--- src/rtl/regfile_wr_arbiter_if.sv ---
// Request/response bundle between the write-back stage, the debug unit and the
// register-file write arbiter.
interface regfile_wr_arbiter_if #(
   parameter int NB_DATA = 32,
   parameter int NB_REG  = 5
);
   logic               i_WB_reg_write;
   logic [NB_REG-1:0]  i_WB_selected_reg;
   logic [NB_DATA-1:0] i_WB_selected_data;

   // Debug handshake: an entry transfers on a rising clock edge where
   // i_dbg_valid and o_dbg_ready are both 1. Ready depends only on buffer
   // occupancy, never on valid. Valid may be raised or dropped freely.
   logic               i_dbg_valid;
   logic [NB_REG-1:0]  i_dbg_reg;
   logic [NB_DATA-1:0] i_dbg_data;
   logic               o_dbg_ready;

   logic               o_rf_write;
   logic [NB_REG-1:0]  o_rf_reg;
   logic [NB_DATA-1:0] o_rf_data;
   logic               o_pipe_stall;

   modport master (
      output i_WB_reg_write, i_WB_selected_reg, i_WB_selected_data,
      output i_dbg_valid, i_dbg_reg, i_dbg_data,
      input  o_dbg_ready, o_rf_write, o_rf_reg, o_rf_data, o_pipe_stall
   );

   modport slave (
      input  i_WB_reg_write, i_WB_selected_reg, i_WB_selected_data,
      input  i_dbg_valid, i_dbg_reg, i_dbg_data,
      output o_dbg_ready, o_rf_write, o_rf_reg, o_rf_data, o_pipe_stall
   );
endinterface

--- src/rtl/regfile_wr_arbiter.sv ---
// Merges pipeline write-back and buffered debug writes onto one register-file
// write port; a debug write starved for too long forces a one-cycle stall.
module regfile_wr_arbiter #(
   parameter int NB_DATA  = 32,
   parameter int NB_REG   = 5,
   parameter int MAX_WAIT = 8
) (
   input  logic                 i_clock,
   input  logic                 i_reset,
   regfile_wr_arbiter_if.slave  bus,
   output logic [1:0]           o_fsm_state
);

   typedef enum logic [1:0] {
      IDLE    = 2'd0,
      PENDING = 2'd1,
      FORCE   = 2'd2
   } state_t;

   // Counter value at which one more pipeline win triggers the forced stall.
   localparam logic [7:0] WAIT_LAST = 8'(MAX_WAIT - 2);

   state_t             state, state_next;
   logic [1:0]         count, count_next;
   logic [7:0]         wait_cnt, wait_next;
   logic [NB_REG-1:0]  fifo_reg  [2];
   logic [NB_DATA-1:0] fifo_data [2];

   logic               push, pop, wr_hi;
   logic               grant_valid, grant_pipe;
   logic [NB_REG-1:0]  grant_reg;
   logic [NB_DATA-1:0] grant_data;

   logic               rf_write_q, pipe_stall_q;
   logic [NB_REG-1:0]  rf_reg_q;
   logic [NB_DATA-1:0] rf_data_q;

   assign bus.o_dbg_ready  = (count != 2'd2);
   assign push             = bus.i_dbg_valid & bus.o_dbg_ready;
   assign bus.o_rf_write   = rf_write_q;
   assign bus.o_rf_reg     = rf_reg_q;
   assign bus.o_rf_data    = rf_data_q;
   assign bus.o_pipe_stall = pipe_stall_q;
   assign o_fsm_state      = state;

   always_comb begin
      state_next  = state;
      grant_valid = 1'b0;
      grant_pipe  = 1'b0;
      pop         = 1'b0;
      grant_reg   = fifo_reg[0];
      grant_data  = fifo_data[0];
      wait_next   = wait_cnt;

      if (state == FORCE) begin
         grant_valid = 1'b1;
         pop         = 1'b1;
      end else if (bus.i_WB_reg_write) begin
         grant_valid = 1'b1;
         grant_pipe  = 1'b1;
         grant_reg   = bus.i_WB_selected_reg;
         grant_data  = bus.i_WB_selected_data;
      end else if (count != 2'd0) begin
         grant_valid = 1'b1;
         pop         = 1'b1;
      end

      count_next = count + {1'b0, push} - {1'b0, pop};
      // A push lands in slot 1 only when one entry stays put this cycle.
      wr_hi      = count[0] & ~pop;

      if (pop)
         wait_next = 8'd0;
      else if (state == PENDING && grant_pipe)
         wait_next = wait_cnt + 8'd1;

      case (state)
         IDLE:    if (push) state_next = PENDING;
         PENDING: begin
            if (grant_pipe && wait_cnt == WAIT_LAST)
               state_next = FORCE;
            else if (count_next == 2'd0)
               state_next = IDLE;
         end
         FORCE:   state_next = (count_next != 2'd0) ? PENDING : IDLE;
         default: state_next = IDLE;
      endcase
   end

   always_ff @(posedge i_clock or posedge i_reset) begin
      if (i_reset) begin
         state        <= IDLE;
         count        <= 2'd0;
         wait_cnt     <= 8'd0;
         fifo_reg[0]  <= '0;
         fifo_reg[1]  <= '0;
         fifo_data[0] <= '0;
         fifo_data[1] <= '0;
         rf_write_q   <= 1'b0;
         rf_reg_q     <= '0;
         rf_data_q    <= '0;
         pipe_stall_q <= 1'b0;
      end else begin
         state    <= state_next;
         count    <= count_next;
         wait_cnt <= wait_next;
         if (pop) begin
            fifo_reg[0]  <= fifo_reg[1];
            fifo_data[0] <= fifo_data[1];
         end
         if (push) begin
            if (wr_hi) begin
               fifo_reg[1]  <= bus.i_dbg_reg;
               fifo_data[1] <= bus.i_dbg_data;
            end else begin
               fifo_reg[0]  <= bus.i_dbg_reg;
               fifo_data[0] <= bus.i_dbg_data;
            end
         end
         // Register 0 is hardwired: the grant is consumed but never written.
         rf_write_q <= grant_valid && (grant_reg != '0);
         if (grant_valid) begin
            rf_reg_q  <= grant_reg;
            rf_data_q <= grant_data;
         end
         pipe_stall_q <= (state_next == FORCE);
      end
   end

endmodule

--- src/flat_wrapper.sv ---
// flat-port wrapper written by rule: the top's interface ports become plain ports
module regfile_wr_arbiter_flat 
#(
   parameter int NB_DATA  = 32,
   parameter int NB_REG   = 5,
   parameter int MAX_WAIT = 8
)
  (i_clock, i_reset, o_fsm_state, bus_i_WB_reg_write, bus_i_WB_selected_reg, bus_i_WB_selected_data, bus_i_dbg_valid, bus_i_dbg_reg, bus_i_dbg_data, bus_o_dbg_ready, bus_o_rf_write, bus_o_rf_reg, bus_o_rf_data, bus_o_pipe_stall);
  regfile_wr_arbiter_if #(.NB_DATA(NB_DATA), .NB_REG(NB_REG)) bus_i ();
  input  logic i_clock;
  input  logic i_reset;
  output logic [1:0] o_fsm_state;
  input wire logic [$bits(bus_i.i_WB_reg_write)-1:0] bus_i_WB_reg_write;
  input wire logic [$bits(bus_i.i_WB_selected_reg)-1:0] bus_i_WB_selected_reg;
  input wire logic [$bits(bus_i.i_WB_selected_data)-1:0] bus_i_WB_selected_data;
  input wire logic [$bits(bus_i.i_dbg_valid)-1:0] bus_i_dbg_valid;
  input wire logic [$bits(bus_i.i_dbg_reg)-1:0] bus_i_dbg_reg;
  input wire logic [$bits(bus_i.i_dbg_data)-1:0] bus_i_dbg_data;
  output wire logic [$bits(bus_i.o_dbg_ready)-1:0] bus_o_dbg_ready;
  output wire logic [$bits(bus_i.o_rf_write)-1:0] bus_o_rf_write;
  output wire logic [$bits(bus_i.o_rf_reg)-1:0] bus_o_rf_reg;
  output wire logic [$bits(bus_i.o_rf_data)-1:0] bus_o_rf_data;
  output wire logic [$bits(bus_i.o_pipe_stall)-1:0] bus_o_pipe_stall;
  assign bus_i.i_WB_reg_write = bus_i_WB_reg_write;
  assign bus_i.i_WB_selected_reg = bus_i_WB_selected_reg;
  assign bus_i.i_WB_selected_data = bus_i_WB_selected_data;
  assign bus_i.i_dbg_valid = bus_i_dbg_valid;
  assign bus_i.i_dbg_reg = bus_i_dbg_reg;
  assign bus_i.i_dbg_data = bus_i_dbg_data;
  assign bus_o_dbg_ready = bus_i.o_dbg_ready;
  assign bus_o_rf_write = bus_i.o_rf_write;
  assign bus_o_rf_reg = bus_i.o_rf_reg;
  assign bus_o_rf_data = bus_i.o_rf_data;
  assign bus_o_pipe_stall = bus_i.o_pipe_stall;
  regfile_wr_arbiter #(.NB_DATA(NB_DATA), .NB_REG(NB_REG), .MAX_WAIT(MAX_WAIT)) u_core (.i_clock(i_clock), .i_reset(i_reset), .bus(bus_i), .o_fsm_state(o_fsm_state));
endmodule
--- config.mk ---
export PLATFORM = sky130hd
export DESIGN_NAME = regfile_wr_arbiter_flat
export DESIGN_NICKNAME = d
export VERILOG_FILES = /design/src/rtl/regfile_wr_arbiter_if.sv /design/src/rtl/regfile_wr_arbiter.sv /design/src/flat_wrapper.sv
export SDC_FILE = /design/constraint.sdc
export NUM_CORES = 1
export LEC_CHECK = 0
export BUFFER_PORTS_ARGS = -buffer_cell sky130_fd_sc_hd__buf_4
export CAP_MARGIN = 10
export CORE_MARGIN = 3
export CORE_UTILIZATION = 30
export CTS_CLUSTER_DIAMETER = 80
export DETAILED_ROUTE_END_ITERATION = 8
export PLACE_DENSITY_LB_ADDON = 0.25
export SYNTH_ARGS = -nofsm -noshare
export SYNTH_HDL_FRONTEND = slang
export SYNTH_SLANG_ARGS = --single-unit
export TNS_END_PERCENT = 5
--- constraint.sdc ---
create_clock -name i_clock -period 3.7 [get_ports i_clock]
set_input_delay 0.185 -clock i_clock [delete_from_list [all_inputs] [get_ports i_clock]]
set_output_delay 0.185 -clock i_clock [all_outputs]
set_load 0.01 [all_outputs]
==> flow_summary.toml, run 1 <==
[status]
status = "finished, final reports clean"

[setup_path]
startpoint_type = "register"
critPathArrivalTime_ps = 3350
critPathMaxStageDelay_ps = 820
worst-path-max-fanout = 39
crit_type = "register to register"
cp_slowest_cell = "o21bai_4"
endpoint_kind = "register"
worstPathCellList = "o21bai_4 > nand2_2 > inv_1 > ha_2 > nand3b_4 > mux2_4"
worstPathRequired_ps = 3990

[grt]
antenna_found_initial = 0
first_global_vias = 5065
grt_max_degree = 78
grt_util_all_layers_pct = 15.9
grt_pass1_wl_mm = 27.2
overflow = 0

[layout]
syn2layout_area_growth_pct = 27.0
fin_nets = 707
diodes = 0
regArea_um2 = 3130
final_area_um2 = 7560
filler_cell_count = 1857
largest_register_ffs = 64
drive_gt1_share_pct = 31.8
multiInputGateArea_um2 = 2490

[min_path]
hp-class = "input pin to register"

[sta]
fmax_mhz = 327
holdWs_ps = 24.3
slew_viol_final = 0
slew-limit-headroom_pct = 33.1
final.setup.tns_ps = 0
skew_ps = 5.75
worst_pin_slew_ps = 1000
setup_viol = 0
final_hold_viol_count = 0
period_needed_ps = 3060
finalCritPeriodShare_pct = 82.7
setup_slack_ps = 640
rsz0062_at_grt = "false"

[clocking]
clk_latency_ps = 410
clock_sinks = 125
htreeDepth = 4
post_cts_buffers = 0
clockBufferDepth = 2
path_clk_slew_ps = 50
clockRootBuffer = "clkbuf_16"
numCtsBuffers = 17
cts_tree = "built"

[drt]
routed_wirelength_mm = 16.8
drc_errors = 0
avgViaCountPerCell = 5.32
wl_per_cell_um = 18.8
drtIter0Drc = 335
dr.pass1.iters = 4
ant_nets = 0
vias = 4754

[power_and_ir_drop]
peakVddDrop_mv = 0.383
leakagePower_nw = 3.42
power_mw = 5.85
p_per_area_nw_per_um2 = 774

[placed_design]
io_buffer_count = 119
gp_routability_congestion = 0.743
dp_hpwl_mm = 10.4
place_area_um2 = 6920
post-place-ws_ps = 584

[die]
io_pins = 120
start_util_pct = 31.2
die_w_um = 147
die_area_um2 = 21600
num_rows = 50
core_area_um2 = 19100
die_h_um = 147

[synthesis]
async_flop_share_pct = 100
ys_seq_area_share_pct = 52.6
synth_fp_nets = 602
yosys_warnings = 0
postSynthAreaPerCell_um2 = 11.5
synth_top_flop_cell = "dfrtp_1"
synth_cells = 519
synth-edff-count = 0
synth.distinct_cells = 45
synth_seq_cells = 125
syn_area_um2 = 5950

[job]
drv_cap = 0
==> layout by cell type, fill, tap and decap left out, types with 2 or more instances in the layout <==
cell type,instances
or4_1,3
nand4_1,2
nor4_1,40
mux2_4,30
a21oi_1,4
a31oi_1,42
nor2_1,5
nor3_1,7
clkbuf_16,17
clkinv_2,3
nand2_1,4
dlygate4sd3_1,15
a221o_1,32
nand3_1,43
o21ai_0,41
ha_1,4
clkbuf_1,6
dfrtp_1,125
buf_4,125
o21ai_1,5
clkbuf_8,2
nand4b_1,2
and3_1,32
a211oi_1,2
or3_2,4
inv_1,8
mux2_2,7
==> worst max-delay path, delay by kind of cell, from the launching register on <==
family,cells,cell delay [ps]
adder cells (fa/ha/maj),1,330
flip-flops,1,440
AND/OR/NAND/NOR,2,720
AO/OA/AOI/OAI,1,820
multiplexers,1,520
buffers and inverters,1,90
==> per-stage QoR <==
stage / util [%] / instances
2_1_floorplan: - / 519
3_3_place_gp: 36.2 / 850
3_5_place_dp: 36.2 / 850
4_1_cts: 39.6 / 893
5_1_grt: 39.6 / 893
6_report: 39.6 / 893
==> final cells by class <==
type,instances,area share (%)
multi-input cells,331,32.9
inverters,9,0.480
clock buffers,25,6.29
well taps,260,4.31
clock inverters,3,0.199
repair buffers,140,14.4
flip-flops and latches,125,41.4
==> report_power, final <==
part,internal [mW],total [mW],switching [mW]
clock network,0.870,1.42,0.552
registers,1.98,2.36,0.382
logic,1.06,2.06,1.00
==> synth_stat cells, types with 2 or more instances <==
cell type,instances,area share (%)
a211oi_1,2,0.25
a21oi_1,4,0.34
a221o_1,32,5.4
a31oi_1,42,4.4
and3_1,32,3.4
buf_2,10,0.84
buf_4,4,0.50
buf_6,12,2.3
clkbuf_1,27,1.7
dfrtp_1,125,53
ha_1,5,1.1
inv_1,9,0.57
mux2_2,7,1.3
mux2_4,30,7.6
nand2_1,5,0.32
nand2b_1,2,0.21
nand3_1,43,3.6
nand4_1,2,0.21
nand4b_1,2,0.29
nor2_1,5,0.32
nor3_1,7,0.59
nor4_1,40,4.2
o21ai_0,41,3.4
o21ai_1,5,0.42
or3_1,2,0.21
or3_2,3,0.38
or4_1,3,0.38
==> routing by layer <==
layer	wire (um)	GRT usage, %	part of all wire (%)	vias to the layer above
met4	209	5.64	1.2	0
met5	0	0	0	-
li1	-	-	-	2217
met3	1100	3.73	6.6	14
met2	8130	26.6	48	149
met1	7320	20.1	44	2374
==> kinds of logic (layout without fill, tap and decap cells) <==
| family | after synthesis | count (layout) | synth area share, % |
|---|---|---|---|
| buffers and inverters | 63 | 177 | 5.95 |
| adder cells (fa/ha/maj) | 5 | 5 | 1.05 |
| flip-flops | 125 | 125 | 52.6 |
| AO/OA/AOI/OAI | 131 | 131 | 15.0 |
| AND/OR/NAND/NOR | 154 | 154 | 15.7 |
| XOR/XNOR | 3 | 3 | 0.694 |
| multiplexers | 38 | 38 | 9.06 |
==> worst paths after layout <==
check / startpoint / to / slack [ps] / depth (start not counted)
max: u_core.count[0] / u_core.fifo_data[31] / 640 / 6
min: bus_i_dbg_data[25] / u_core.fifo_data[25] / 20 / 2
max reg2reg: u_core.count[0] / u_core.fifo_data[31] / 640 / 6
min reg2reg: u_core.wait_cnt[7] / u_core.wait_cnt[7] / 490 / 1
max in group asynchronous: i_reset / u_core.bus.o_rf_reg[3] / 2200 / 4
min in group asynchronous: i_reset / u_core.bus.o_rf_data[12] / 520 / 3
==> timing repair <==
| item | CTS | global route |
|---|---|---|
| hold buffers | 15 | 0 |
| setup endpoints to repair | 0 | 0 |
| endpoints found under the hold margin | 68 | 0 |
| resized for setup | 0 | 0 |
(Power assumes the default switching activity.)
==> run 2: changes to the inputs <==
--- a/config.mk
+++ b/config.mk
@@ -5,6 +5,7 @@
 export SDC_FILE = /design/constraint.sdc
 export NUM_CORES = 1
 export LEC_CHECK = 0
+export ABC_AREA = 1
 export BUFFER_PORTS_ARGS = -buffer_cell sky130_fd_sc_hd__buf_4
 export CAP_MARGIN = 10
 export CORE_MARGIN = 3
==> constraint.sdc (replaced) <==
create_clock -name i_clock -period 3 [get_ports i_clock]
set_input_delay 0.15 -clock i_clock [delete_from_list [all_inputs] [get_ports i_clock]]
set_output_delay 0.15 -clock i_clock [all_outputs]
set_load 0.01 [all_outputs]
==> run 2 against run 1 <==
  * First-iteration DRC count down 12%
  * Synthesized area down 7.5%
  * Routed wire length fell by 11%
  * Clock power rose by 66%
  * Power is 27% higher
  * Design area rose by 2.5%
  * Critical path depth grew 8
  * Core utilization increased by 4.4 points
  * Critical endpoint is now u_core.o_fsm_state[0]
  * Largest power group unchanged
==> flow_summary.toml, run 2 <==
[status]
status = "finished, final reports clean"

[clocking]
clockRootBuffer = "clkbuf_16"
htreeDepth = 4
clock_sinks = 125
path_clk_slew_ps = 60
clockBufferDepth = 2
numCtsBuffers = 17
cts_tree = "built"
clk_latency_ps = 420

[power_and_ir_drop]
peakVddDrop_mv = 0.447
leakagePower_nw = 3.77
p_per_area_nw_per_um2 = 961

[layout]
final_util_pct = 44.0
final_area_um2 = 7750
largest_register_ffs = 64
final_cell_mix = "nand2_1, buf_4, dfrtp_1"
diodes = 0
drive_gt1_share_pct = 22.2
fin_nets = 858
syn2layout_area_growth_pct = 40.8
final_common_cell = "nand2_1"

[setup_path]
path_delay_family = "buffers and inverters"
critPathMaxStageDelay_ps = 430
crit_type = "register to register"
cp_slowest_cell = "buf_4"
worstPathRequired_ps = 3320
critPathArrivalTime_ps = 2690
worst-path-max-fanout = 44
worstPathCellList = "inv_2 > nand2_4 > nand2_2 > nand2_4 > buf_4 > inv_2 > ha_1 > inv_1 > ha_1 > inv_1 > nand2_1 > nand2_1 > nor2_1 > o21ai_0"
endpoint_kind = "register"
crit_buf_inv = 5
startpoint_type = "register"

[drt]
dr.pass1.iters = 5
drtIter0Drc = 296
ant_nets = 0
vias = 4834
drc_errors = 0
routed_wirelength_mm = 15.0
wl_per_cell_um = 14.8
avgViaCountPerCell = 4.77

[synthesis]
synth_mux_area_share_pct = 0
synthXorXnorAreaFrac_pct = 0.318
synth_common_cells = "nand2_1, dfrtp_1, nor2_1"
synth.distinct_cells = 29
ys_seq_area_share_pct = 56.8
synth_top_area_cell = "dfrtp_1"
synth_top_family_by_area = "simple AND/OR/NAND/NOR gates"
synth-simple-area-share_pct = 21.2
async_flop_share_pct = 100
synth_top_flop_cell = "dfrtp_1"
yosys_warnings = 0
synth_seq_cells = 125
synth_cells = 615
postSynthAreaPerCell_um2 = 8.95
synth_top_area_share_pct = 56.8
syn_area_um2 = 5500
synthAdderAreaFrac_pct = 1.14
synth-edff-count = 0
synth.most_common_cell = "nand2_1"
synth_compound_area_share_pct = 13.6
synthTopCellsByArea = "dfrtp_1, nand2_1, o21ai_0"
synth_fp_nets = 698

[placed_design]
io_buffer_count = 119
gp_routability_congestion = 0.779
place_area_um2 = 6540
dp_hpwl_mm = 9.64
post-place-ws_ps = 624

[die]
die_w_um = 141
core_area_um2 = 17600
io_pins = 120
num_rows = 48
die_h_um = 141
start_util_pct = 31.3
die_area_um2 = 20000

[sta]
slew-limit-headroom_pct = 33.0
final_hold_viol_count = 0
setup_viol = 0
setup_slack_ps = 633
skew_ps = 12.7
fmax_mhz = 422
finalCritPeriodShare_pct = 78.9
final.setup.tns_ps = 0
worst_pin_slew_ps = 1000
rsz0062_at_grt = "false"
period_needed_ps = 2370
slew_viol_final = 0

[job]
drv_cap = 0

[min_path]
hp-class = "input pin to register"

[grt]
overflow = 0
grt_util_all_layers_pct = 15.3
grt_max_degree = 111
grt_pass1_wl_mm = 24.3
antenna_found_initial = 0
grt.busiest_layer = "met2"
grt_use_met1_pct = 20.4
use_met3_pct = 3.51
first_global_vias = 4855
use_met2_pct = 24.4
## run 2: cell count changes in the layout (fill, tap and decap cells not counted), moves of 32 or more
cell	before	now
nor4_1	40	0
nand2_1	4	173
dlygate4sd3_1	15	53
and3_1	32	0
a221o_1	32	0
nor2_1	5	52
## run 2: final timing paths
| check | start | end | slack [ps] | cells after the start |
|---|---|---|---|---|
| max | u_core.o_fsm_state[0] | u_core.o_fsm_state[0] | 630 | 14 |
| min | bus_i_dbg_data[3] | u_core.fifo_data[3] | 20 | 3 |
| max reg2reg | u_core.o_fsm_state[0] | u_core.o_fsm_state[0] | 630 | 14 |
| min reg2reg | u_core.fifo_data[19] | u_core.fifo_data[19] | 470 | 2 |
| max in group asynchronous | i_reset | u_core.fifo_data[12] | 1810 | 4 |
| min in group asynchronous | i_reset | u_core.fifo_data[1] | 280 | 3 |
## run 2: stage by stage
step	cells	power (mW)	hold WS [ps]
finish	1013	7.45	24.0
global route	1013	7.98	30.9
CTS	1013	7.54	4.78
detailed placement	928	5.08	173
global placement	928	5.00	156
floorplan	615	4.28	283
## run 2: worst register-to-register path: cells and delay by family (launching register included)
kind | cells | cell delay, ps
AO/OA/AOI/OAI | 1 | 160
adder cells (fa/ha/maj) | 2 | 470
buffers and inverters | 5 | 660
flip-flops | 1 | 400
AND/OR/NAND/NOR | 6 | 600
## run 2: layer usage
layer | vias up | wire length (um) | share of wire, %
met5 | - | 0 | 0
met4 | 0 | 237 | 1.6
met3 | 17 | 754 | 5.0
met2 | 128 | 7040 | 47
met1 | 2329 | 6920 | 46
li1 | 2360 | - | -
## run 2: logic make-up (layout without fill, tap and decap cells)
family	after synthesis	after routing
adders and majority gates	5	5
and+or+nand+nor	281	281
AOI/OAI and AO/OA	123	123
xor gates and xnor gates	2	2
buffers and inverters	79	252
DFF	125	125
## run 2: repair_timing
action / 4_1_cts / 5_1_grt
setup endpoints to repair: 0 / 0
endpoints found under the hold margin: 69 / 0
resized for setup: 0 / 0
buffers inserted: 0 / 0
hold buffers: 53 / 0
## run 2: report_power, final
group	leakage [nW]	internal, mW	total (mW)	switching (mW)
combinational	1.92	0.966	2.26	1.29
clock	0.316	1.59	2.36	0.773
sequential	1.54	2.41	2.83	0.420
total	3.77	4.96	7.45	2.49
## run 2: final cells by class
class	instances	area [um^2]
well taps	225	282
fillers	1695	9850
inverters	40	154
multi-input cells	411	2000
clock buffers	19	443
clock inverters	13	236
flip-flops and latches	125	3130
repair buffers	180	1510
